File: src/rtl/sw_pkg.sv
// ============================================================================
// Module      : sw_pkg
// Description : Shared types and constants for the switch debounce stage.
// Revision    : 1.0 - initial release
// ============================================================================
`default_nettype none

package sw_pkg;

   // Per-bit debounce FSM: idle on the accepted level, or timing a mismatch
   typedef enum logic [0:0] {
      DBS_STABLE  = 1'b0,
      DBS_PENDING = 1'b1
   } dbs_state_t;

   localparam int SW_WIDTH          = 4;
   localparam int SW_DB_CYCLES_5MHZ = 50000;  // 10 ms at 5 MHz
   localparam int DB_CNT_W          = $clog2(SW_DB_CYCLES_5MHZ);

endpackage : sw_pkg

`default_nettype wire

File: src/rtl/sw_debounce_if.sv
// ============================================================================
// Module      : sw_debounce_if
// Description : Switch-pin input and conditioned-level outputs of the
//               debounce stage. The board/switch side is the master, the
//               debounce stage is the slave.
// Revision    : 1.0 - initial release
// ============================================================================
`default_nettype none

interface sw_debounce_if
   import sw_pkg::*;
#(
   parameter int WIDTH = SW_WIDTH
);

   logic [WIDTH-1:0] sw;
   logic [WIDTH-1:0] sw_db;
   logic [WIDTH-1:0] sw_rise;
   logic [WIDTH-1:0] sw_fall;
   logic             sw_changed;

   modport master (
      output sw,
      input  sw_db,
      input  sw_rise,
      input  sw_fall,
      input  sw_changed
   );

   modport slave (
      input  sw,
      output sw_db,
      output sw_rise,
      output sw_fall,
      output sw_changed
   );

endinterface : sw_debounce_if

`default_nettype wire

File: src/rtl/sw_debounce_bit.sv
// ============================================================================
// Module      : sw_debounce_bit
// Description : One switch bit: two-flop synchronizer, STABLE/PENDING FSM
//               with stability counter, registered level and edge pulses.
//               The next-cycle pulse values are also exported so the top can
//               register its summary pulse on the same edge as the pulses.
// Revision    : 1.0 - initial release
// ============================================================================
`default_nettype none

module sw_debounce_bit
   import sw_pkg::*;
#(
   parameter int DEBOUNCE_CYCLES = SW_DB_CYCLES_5MHZ,
   parameter int CNT_W           = DB_CNT_W
) (
   input  wire logic clk_in,
   input  wire logic rst_n,
   input  wire logic i_sw,
   output logic      o_db,
   output logic      o_rise,
   output logic      o_fall,
   output logic      o_rise_nxt,
   output logic      o_fall_nxt
);

   // Count value at which a mismatch has persisted long enough to accept
   localparam logic [CNT_W-1:0] c_CNT_LAST = CNT_W'(DEBOUNCE_CYCLES - 1);
   localparam logic [CNT_W-1:0] c_CNT_ONE  = CNT_W'(1);

   logic             r_s1;
   logic             r_s2;
   dbs_state_t       r_state;
   logic [CNT_W-1:0] r_cnt;
   logic             r_db;
   logic             r_rise;
   logic             r_fall;

   dbs_state_t       w_state_nxt;
   logic [CNT_W-1:0] w_cnt_nxt;
   logic             w_db_nxt;
   logic             w_rise_nxt;
   logic             w_fall_nxt;

   // Synchronizer chain; only r_s2 is ever looked at by the FSM
   always_ff @(posedge clk_in or negedge rst_n) begin
      if (!rst_n) begin
         r_s1 <= 1'b0;
         r_s2 <= 1'b0;
      end else begin
         r_s1 <= i_sw;
         r_s2 <= r_s1;
      end
   end

   // State, counter, accepted level and edge pulses
   always_ff @(posedge clk_in or negedge rst_n) begin
      if (!rst_n) begin
         r_state <= DBS_STABLE;
         r_cnt   <= '0;
         r_db    <= 1'b0;
         r_rise  <= 1'b0;
         r_fall  <= 1'b0;
      end else begin
         r_state <= w_state_nxt;
         r_cnt   <= w_cnt_nxt;
         r_db    <= w_db_nxt;
         r_rise  <= w_rise_nxt;
         r_fall  <= w_fall_nxt;
      end
   end

   // Next-state: any return to the accepted level abandons the pending change;
   // the compare against c_CNT_LAST keeps the counter from ever wrapping
   always_comb begin
      w_state_nxt = r_state;
      w_cnt_nxt   = r_cnt;
      w_db_nxt    = r_db;
      w_rise_nxt  = 1'b0;
      w_fall_nxt  = 1'b0;
      case (r_state)
         DBS_STABLE: begin
            w_cnt_nxt = '0;
            if (r_s2 != r_db) begin
               w_state_nxt = DBS_PENDING;
               w_cnt_nxt   = c_CNT_ONE;
            end
         end
         DBS_PENDING: begin
            if (r_s2 == r_db) begin
               w_state_nxt = DBS_STABLE;
               w_cnt_nxt   = '0;
            end else if (r_cnt == c_CNT_LAST) begin
               w_state_nxt = DBS_STABLE;
               w_cnt_nxt   = '0;
               w_db_nxt    = r_s2;
               w_rise_nxt  = r_s2;
               w_fall_nxt  = ~r_s2;
            end else begin
               w_cnt_nxt = r_cnt + c_CNT_ONE;
            end
         end
         default: begin
            w_state_nxt = DBS_STABLE;
            w_cnt_nxt   = '0;
         end
      endcase
   end

   assign o_db       = r_db;
   assign o_rise     = r_rise;
   assign o_fall     = r_fall;
   assign o_rise_nxt = w_rise_nxt;
   assign o_fall_nxt = w_fall_nxt;

endmodule : sw_debounce_bit

`default_nettype wire

File: src/rtl/sw_debounce.sv
// ============================================================================
// Module      : sw_debounce
// Description : Synchronizes and debounces WIDTH slide-switch inputs,
//               producing clean levels, per-bit rise/fall pulses and a
//               single any-change pulse, all registered.
// Revision    : 1.0 - initial release
// ============================================================================
`default_nettype none

module sw_debounce
   import sw_pkg::*;
#(
   parameter int WIDTH           = SW_WIDTH,
   parameter int DEBOUNCE_CYCLES = SW_DB_CYCLES_5MHZ,
   parameter int CNT_W           = DB_CNT_W
) (
   input  wire logic      clk_in,
   input  wire logic      rst_n,
   sw_debounce_if.slave   bus
);

   logic [WIDTH-1:0] w_sw;
   logic [WIDTH-1:0] w_db;
   logic [WIDTH-1:0] w_rise;
   logic [WIDTH-1:0] w_fall;
   logic [WIDTH-1:0] w_rise_nxt;
   logic [WIDTH-1:0] w_fall_nxt;
   logic             r_changed;

   assign w_sw = bus.sw;

   generate
      for (genvar gi = 0; gi < WIDTH; gi++) begin : g_bit
         sw_debounce_bit #(
            .DEBOUNCE_CYCLES (DEBOUNCE_CYCLES),
            .CNT_W           (CNT_W)
         ) u_bit (
            .clk_in     (clk_in),
            .rst_n      (rst_n),
            .i_sw       (w_sw[gi]),
            .o_db       (w_db[gi]),
            .o_rise     (w_rise[gi]),
            .o_fall     (w_fall[gi]),
            .o_rise_nxt (w_rise_nxt[gi]),
            .o_fall_nxt (w_fall_nxt[gi])
         );
      end
   endgenerate

   // Summary pulse built from next-cycle pulse values so it lines up with them
   always_ff @(posedge clk_in or negedge rst_n) begin
      if (!rst_n) begin
         r_changed <= 1'b0;
      end else begin
         r_changed <= |(w_rise_nxt | w_fall_nxt);
      end
   end

   assign bus.sw_db      = w_db;
   assign bus.sw_rise    = w_rise;
   assign bus.sw_fall    = w_fall;
   assign bus.sw_changed = r_changed;

endmodule : sw_debounce

`default_nettype wire
File: src/flat_wrapper.sv
// flat-port wrapper written by rule: the top's interface ports become plain ports
module sw_debounce_flat import sw_pkg::*;
#(
   parameter int WIDTH           = SW_WIDTH,
   parameter int DEBOUNCE_CYCLES = SW_DB_CYCLES_5MHZ,
   parameter int CNT_W           = DB_CNT_W
)
  (clk_in, rst_n, bus_sw, bus_sw_db, bus_sw_rise, bus_sw_fall, bus_sw_changed);
  sw_debounce_if #(.WIDTH(WIDTH)) bus_i ();
  input  wire logic clk_in;
  input  wire logic rst_n;
  input wire logic [$bits(bus_i.sw)-1:0] bus_sw;
  output wire logic [$bits(bus_i.sw_db)-1:0] bus_sw_db;
  output wire logic [$bits(bus_i.sw_rise)-1:0] bus_sw_rise;
  output wire logic [$bits(bus_i.sw_fall)-1:0] bus_sw_fall;
  output wire logic [$bits(bus_i.sw_changed)-1:0] bus_sw_changed;
  assign bus_i.sw = bus_sw;
  assign bus_sw_db = bus_i.sw_db;
  assign bus_sw_rise = bus_i.sw_rise;
  assign bus_sw_fall = bus_i.sw_fall;
  assign bus_sw_changed = bus_i.sw_changed;
  sw_debounce #(.WIDTH(WIDTH), .DEBOUNCE_CYCLES(DEBOUNCE_CYCLES), .CNT_W(CNT_W)) u_core (.clk_in(clk_in), .rst_n(rst_n), .bus(bus_i));
endmodule
File: config.mk
export PLATFORM = sky130hd
export DESIGN_NAME = sw_debounce_flat
export DESIGN_NICKNAME = d
export VERILOG_FILES = /design/src/rtl/sw_pkg.sv /design/src/rtl/sw_debounce_if.sv /design/src/rtl/sw_debounce_bit.sv /design/src/rtl/sw_debounce.sv /design/src/flat_wrapper.sv
export SDC_FILE = /design/constraint.sdc
export NUM_CORES = 1
export LEC_CHECK = 0
export CAP_MARGIN = 0
export CORE_MARGIN = 2
export CORE_UTILIZATION = 55
export CTS_CLUSTER_DIAMETER = 60
export DETAILED_ROUTE_END_ITERATION = 16
export PLACE_DENSITY = 0.82
export SYNTH_ARGS = -nofsm -noshare
export SYNTH_HDL_FRONTEND = slang
export SYNTH_SLANG_ARGS = --single-unit
File: constraint.sdc
create_clock -name clk_in -period 3 [get_ports clk_in]
set_input_delay 0.6 -clock clk_in [delete_from_list [all_inputs] [get_ports clk_in]]
set_output_delay 0.6 -clock clk_in [all_outputs]
set_load 0.01 [all_outputs]
==> results of run 1 <==
-- final cells by class --
cell class / instances / area share, %
well taps: 99 / 2.769
clock inverters: 5 / 1.762
clock buffers: 10 / 2.853
repair buffers: 20 / 4.587
flip-flops and latches: 89 / 49.79
inverters: 16 / 1.343
multi-input cells: 265 / 36.90
-- state kept, by name, indices dropped and copies added (netlist names) --
signal	count
u_core.g_bit.u_bit.o_db	4
u_core.g_bit.u_bit.r_cnt	64
u_core.bus.sw_changed	1
u_core.g_bit.u_bit.o_rise	4
u_core.g_bit.u_bit.r_s1	4
u_core.g_bit.u_bit.r_s2	4
u_core.g_bit.u_bit.r_state	4
u_core.g_bit.u_bit.o_fall	4
-- worst reg2reg max path, stage by stage (launching register included) --
cell and delay, ns:
dfrtp_1 0.46, or4b_1 0.55, or4_4 0.54, nand2b_1 0.46
o22ai_1 0.19
-- final timing paths --
path                                                     start  depth (start not counted)                              end  slack [ns]
worst max-delay path            u_core.g_bit[1].u_bit.r_cnt[4]                          4   u_core.g_bit[1].u_bit.r_cnt[0]        0.65
worst min-delay path                                     rst_n                          1   u_core.g_bit[0].u_bit.r_cnt[3]        0.24
worst max register to register  u_core.g_bit[1].u_bit.r_cnt[4]                          4   u_core.g_bit[1].u_bit.r_cnt[0]        0.65
worst min register to register      u_core.g_bit[1].u_bit.r_s1                          0       u_core.g_bit[1].u_bit.r_s2        0.35
max in group asynchronous                                rst_n                          2  u_core.g_bit[3].u_bit.r_cnt[11]        2.14
min in group clk_in                 u_core.g_bit[1].u_bit.r_s1                          0       u_core.g_bit[1].u_bit.r_s2        0.35
-- cells by family after synthesis --
family | Yosys count | share of synthesized area [%]
AO/OA/AOI/OAI | 11 | 1.595
XOR/XNOR | 59 | 12.66
adder cells (fa/ha/maj) | 4 | 1.227
buffers and inverters | 36 | 4.968
flip-flops | 89 | 54.58
multiplexers | 4 | 1.104
AND/OR/NAND/NOR | 187 | 23.86
-- cells in the final DEF (no fill, tap or decap), types with 4 or more instances in the layout --
cell type        instances
nand2b_1                 7
nor2_1                  68
ha_1                     4
nand4_1                 17
inv_1                   16
o21ai_0                  4
nand3_1                 20
clkdlybuf4s50_1         17
xor2_1                   8
clkbuf_8                 9
nor4_1                  19
dfrtp_1                 89
o22ai_1                  4
nand2_1                 13
nor3_1                  18
xnor2_1                 51
-- synth_stat cells (all sizes together) (4+ instances only) --
cell / n
dfrtp: 89
nor2: 70
xnor2: 51
nand3: 20
nor4: 19
nor3: 18
nand4: 17
buf: 16
inv: 16
nand2: 13
xor2: 8
nand2b: 7
clkbuf: 4
ha: 4
mux2: 4
o21ai: 4
o22ai: 4
or4: 4
-- stage by stage --
| step | setup WS (ns) | area (µm²) | instances | hold slack (ns) |
|---|---|---|---|---|
| detailed placement | 0.6403 | 4267 | 489 | 0.3347 |
| global placement | 0.7534 | 4267 | 489 | 0.3341 |
| CTS | 0.6636 | 4473 | 504 | 0.2519 |
| finish | 0.6462 | 4473 | 504 | 0.2393 |
| floorplan | 0.9723 | 4080 | 390 | 0.3044 |
| global route | 0.4886 | 4473 | 504 | 0.2749 |
-- report_power, final --
| part | internal (µW) | switching, µW |
|---|---|---|
| sequential | 1230 | 26.4 |
| clock | 465 | 388 |
| combinational | 32.6 | 69.6 |
-- layer usage --
metal | global-route usage, % | vias up | wire, µm
met1 | 23.37 | 1324 | 3089
li1 | - | 1342 | -
met2 | 32.71 | 64 | 3633
met3 | 6.035 | 10 | 327
met5 | 0 | - | 0
met4 | 5.641 | 0 | 80
==> flow_summary.json, run 1 <==
{
  "status": "completed",
  "period_share_pct": 78.46,
  "finalMaxSlewViolations": 0,
  "drv_cap": 0,
  "synth_top_cell_by_area": "dfrtp_1",
  "p_leak_uw": 0.001704,
  "htreeDepth": 3,
  "start_util_pct": 56.56,
  "io_buffers": 18,
  "gp_congestion": 0.8431,
  "relSlewSlack_pct": 59.85,
  "ys_top_cells_by_area": "dfrtp_1, xnor2_1, nor2_1",
  "ant_nets": 0,
  "max_stage_delay_ns": 0.55,
  "num_io_pins": 19,
  "power_uw": 2208,
  "std_cell_rows": 31,
  "slowest_stage": "or4b_1",
  "drtPass1Iterations": 4,
  "seq_area_frac_synth_pct": 54.58,
  "grt_usage_pct": 19.14,
  "wire_per_inst_um": 14.15,
  "die_w_um": 90.13,
  "cts_buffers": 9,
  "grt_max_degree": 46,
  "dp_hpwl_um": 4880,
  "grt_pass1_vias": 2825,
  "syn_nets": 400,
  "cts_resized": 0,
  "crit_type": "reg2reg",
  "multi_input_area_um2": 1650,
  "insertedDiodeCount": 0,
  "synth_ff_type": "dfrtp_1",
  "clk_latency_ns": 0.34,
  "cts_sinks": 89,
  "fin_util_pct": 62.00,
  "worst-path-buf-inv": 0,
  "tightest_slew_ns": 0.6023,
  "via_count": 2740,
  "async_reset_ff_share_pct": 100.0,
  "drive_gt1_share_pct": 5.926,
  "cts_hold_buf": 0,
  "cts_tree": "built",
  "wirelength_um": 7131,
  "cp-end-kind": "flip-flop",
  "yosys_warnings": 0,
  "die_h_um": 90.13,
  "fmax_mhz": 424.8,
  "rsz0062_at_grt": "false",
  "crit_chain": "or4b_1 > or4_4 > nand2b_1 > o22ai_1",
  "required_ns": 3.19,
  "vias_per_cell": 5.437,
  "grt_pass1_wl_um": 12680,
  "syn_to_final_growth_pct": 9.629,
  "clk_path_buf_depth": 2,
  "yosysTopAreaCellShare_pct": 54.58,
  "core_um2": 7214,
  "worst_ep_arrival_time_ns": 2.54,
  "vdd_ir_drop_max_v": 0.0002047,
  "avgSynthCellArea_um2": 10.46,
  "ys_ff_latch": 89,
  "fin_setup_tns_ns": 0,
  "netlist_area_um2": 4080,
  "num-fill-cells": 585,
  "root_buffer": "clkbuf_8",
  "clkTransAtPathRegs_ns": 0.08,
  "finalNetCount": 411,
  "post-cts-setup-buffer-count": 0,
  "drc_errors": 0,
  "hold_viol": 0,
  "min_period_ns": 2.354,
  "setup_viol": 0,
  "regArea_um2": 2227,
  "p_per_area_nw_per_um2": 493.7,
  "min_path_type": "in2async",
  "syn_inst": 390,
  "start_kind": "flip-flop",
  "antenna_found_initial": 0,
  "gr-total-overflow": 0,
  "die_area_um2": 8123,
  "synth.distinct_cells": 36,
  "critPathMaxFanout": 16,
  "dr.first_iter.drc_count": 132,
  "synth-edff-count": 0,
  "cp_top_family": "simple AND/OR/NAND/NOR gates",
  "finClkSkew_ns": 0.01319
}
Power figures use the tool's default switching activity.
==> inputs of run 2 (changes only) <==
CORE_UTILIZATION = 54   (was 55)
PLACE_DENSITY = 0.83   (was 0.82)
clock period = 1.9 ns   (was 3 ns; I/O delays follow)
==> run 2 against run 1 <==
Against the previous run: the run now ends with negative setup slack left; sequential power is 58% higher; clock power grew 52%; setup slack worse by 0.86 ns; non-clock buffer count is 46 higher; sequential share of layout area decreased by 6.1 points; count of clock-buffer cells in the layout unchanged; fmax rose by 11%; final cell count rose by 9.3%; first-iteration DRC count grew 130%; die area rose by 1.8%.
==> flow_summary.json, run 2 (synthesized netlist as in run 1, its figures left out) <==
{
  "status": "complete, but fails checks",
  "violations": "negative setup slack",
  "p_leak_uw": 0.002000,
  "crit_chain": "or4b_1 > or4_4 > nor2_4 > buf_4 > buf_4 > and2_1",
  "die_h_um": 90.93,
  "fmax_mhz": 472.0,
  "tightest_slew_ns": 0.4575,
  "required_ns": 2.19,
  "setup_viol": 36,
  "postPlaceCellArea_um2": 4591,
  "crit_type": "reg2reg",
  "fin_cells": 551,
  "r2r-end": "u_core.g_bit[1].u_bit.o_rise",
  "start_kind": "flip-flop",
  "period_share_pct": 111.5,
  "top_register": "u_core.g_bit.u_bit.r_cnt",
  "dpl.cell_count": 527,
  "critPathMaxFanout": 3,
  "relSlewSlack_pct": 69.22,
  "p_per_area_nw_per_um2": 703.6,
  "io_buffers": 18,
  "vdd_ir_drop_max_v": 0.0003956,
  "cts_sinks": 89,
  "grt_usage_pct": 21.86,
  "drtPass1Iterations": 4,
  "reg2reg_from": "u_core.g_bit[1].u_bit.r_cnt[10]",
  "layout_commonest_cell": "dfrtp_1",
  "gr-total-overflow": 0,
  "slowest_stage": "or4_4",
  "min_path_type": "reg2reg",
  "r2r_setup_slack_ns": -0.22,
  "core_um2": 7292,
  "cp-end-kind": "flip-flop",
  "fin_util_pct": 69.84,
  "clk_path_buf_depth": 2,
  "finalMaxSlewViolations": 0,
  "cts_tree": "built",
  "clkTransAtPathRegs_ns": 0.09,
  "max_stage_delay_ns": 0.61,
  "std_cell_rows": 31,
  "r2r_cells": 6,
  "vias_per_cell": 5.653,
  "antenna_found_initial": 0,
  "fin_area_um2": 5092,
  "cts_buffers": 9,
  "start_util_pct": 55.95,
  "wire_per_inst_um": 17.15,
  "rsz0062_at_grt": "true",
  "via_count": 3115,
  "htreeDepth": 3,
  "die_w_um": 90.93,
  "num_io_pins": 19,
  "grt_max_degree": 35,
  "min_from": "u_core.g_bit[1].u_bit.r_s1",
  "layout_setup_ws_ns": -0.2186,
  "syn_to_final_growth_pct": 24.81,
  "finalNetCount": 457,
  "hold_path_end": "u_core.g_bit[1].u_bit.r_s2",
  "wirelength_um": 9449,
  "crit_path_frequent_cell": "buf_4",
  "clk_latency_ns": 0.36,
  "gp_congestion": 0.8461,
  "drc_errors": 0,
  "die_area_um2": 8267,
  "insertedDiodeCount": 0,
  "grt_pass1_vias": 3044,
  "worst_hold_path.num_cells": 0,
  "root_buffer": "clkbuf_8",
  "drv_cap": 0,
  "hold_viol": 0,
  "drive_gt1_share_pct": 23.89,
  "dp_hpwl_um": 5483,
  "ant_nets": 0,
  "grt_pass1_wl_um": 14470,
  "finClkSkew_ns": 0.01021,
  "worst_ep_arrival_time_ns": 2.41,
  "final_cell_mix": "dfrtp_1, xnor2_1, nor2_1, buf_4, nand3_1",
  "largest_reg_flops": 64,
  "dr.first_iter.drc_count": 309,
  "min_period_ns": 2.119
}
==> run 2: cell count changes in the layout (fill, tap and decap cells not counted), moves of 2 or more <==
cell	before	now
buf_12	1	5
buf_4	2	36
buf_6	0	5
clkinv_2	2	4
mux2_4	0	2
nand2b_1	7	5
nand2b_4	0	2
nor2_1	68	43
nor2_2	2	19
nor2_4	0	8
o21ai_0	4	2
o22ai_1	4	2
==> run 2: how the worst max path moves through the flow <==
| stage | start | end | slack, ns | cells after the start |
|---|---|---|---|---|
| after floorplan | u_core.g_bit[1].u_bit.r_cnt[10] | u_core.g_bit[1].u_bit.o_db | -0.10 | 4 |
| after global placement | u_core.g_bit[1].u_bit.r_cnt[12] | u_core.g_bit[1].u_bit.o_db | -0.11 | 4 |
| after detailed placement | u_core.g_bit[1].u_bit.r_cnt[12] | u_core.g_bit[1].u_bit.o_db | -0.12 | 4 |
| after CTS | u_core.g_bit[1].u_bit.r_cnt[10] | u_core.g_bit[1].u_bit.o_db | -0.13 | 4 |
| after global routing | u_core.g_bit[1].u_bit.r_cnt[7] | u_core.g_bit[1].u_bit.o_rise | -0.24 | 6 |
| final | u_core.g_bit[1].u_bit.r_cnt[10] | u_core.g_bit[1].u_bit.o_rise | -0.22 | 6 |
==> run 2: power breakdown <==
group          internal [µW]  switching (µW)  total [µW]  leakage, µW
sequential              1940            45.6        1980      0.00121
clock                    635             665        1300     0.000102
combinational            133             168         302     0.000689
==> run 2: what timing repair did <==
action / CTS / global route
pin swaps: 7 / 7
setup buffers: 5 / 2
hold endpoints to repair: 25 / 0
hold buffers: 1 / 0
resized for setup: 8 / 47
cloned: 1 / 1
setup endpoints to repair: 34 / 41
==> run 2: cell type report <==
type,instances,area (µm²)
clock buffer,10,137.6
fill,506,2200
timing repair buffer,66,646.9
sequential,89,2227
tap,99,123.9
inverter,16,60.06
multi-input combinational,265,1839
clock inverter,6,57.56
==> run 2: critical path: cells and delay by family, from the launching register on <==
kind / cells / cell delay (ns)
buffers and inverters: 2 / 0.23
DFF: 1 / 0.39
and+or+nand+nor: 4 / 1.43
==> run 2: per-layer routing <==
layer  vias up  GRT usage, %  wire (µm)
met5         -             0          0
met4         0         7.702        180
met3        21         3.840        421
met2       101         37.47       4818
met1      1547         27.97       4030
li1       1446             -          -
==> run 2: per-stage QoR <==
| stage | TNS (ns) | hold WS [ns] | setup WS, ns | power (µW) |
|---|---|---|---|---|
| final | -4.268 | 0.3515 | -0.2186 | 3583 |
| after global routing | -5.373 | 0.3655 | -0.2424 | 3711 |
| after CTS | -1.970 | 0.3548 | -0.1269 | 3543 |
| after detailed placement | -1.997 | 0.3325 | -0.1185 | 2226 |
| after global placement | -0.9036 | 0.3258 | -0.1115 | 2213 |
| after floorplan | -0.7854 | 0.08441 | -0.1031 | 2115 |
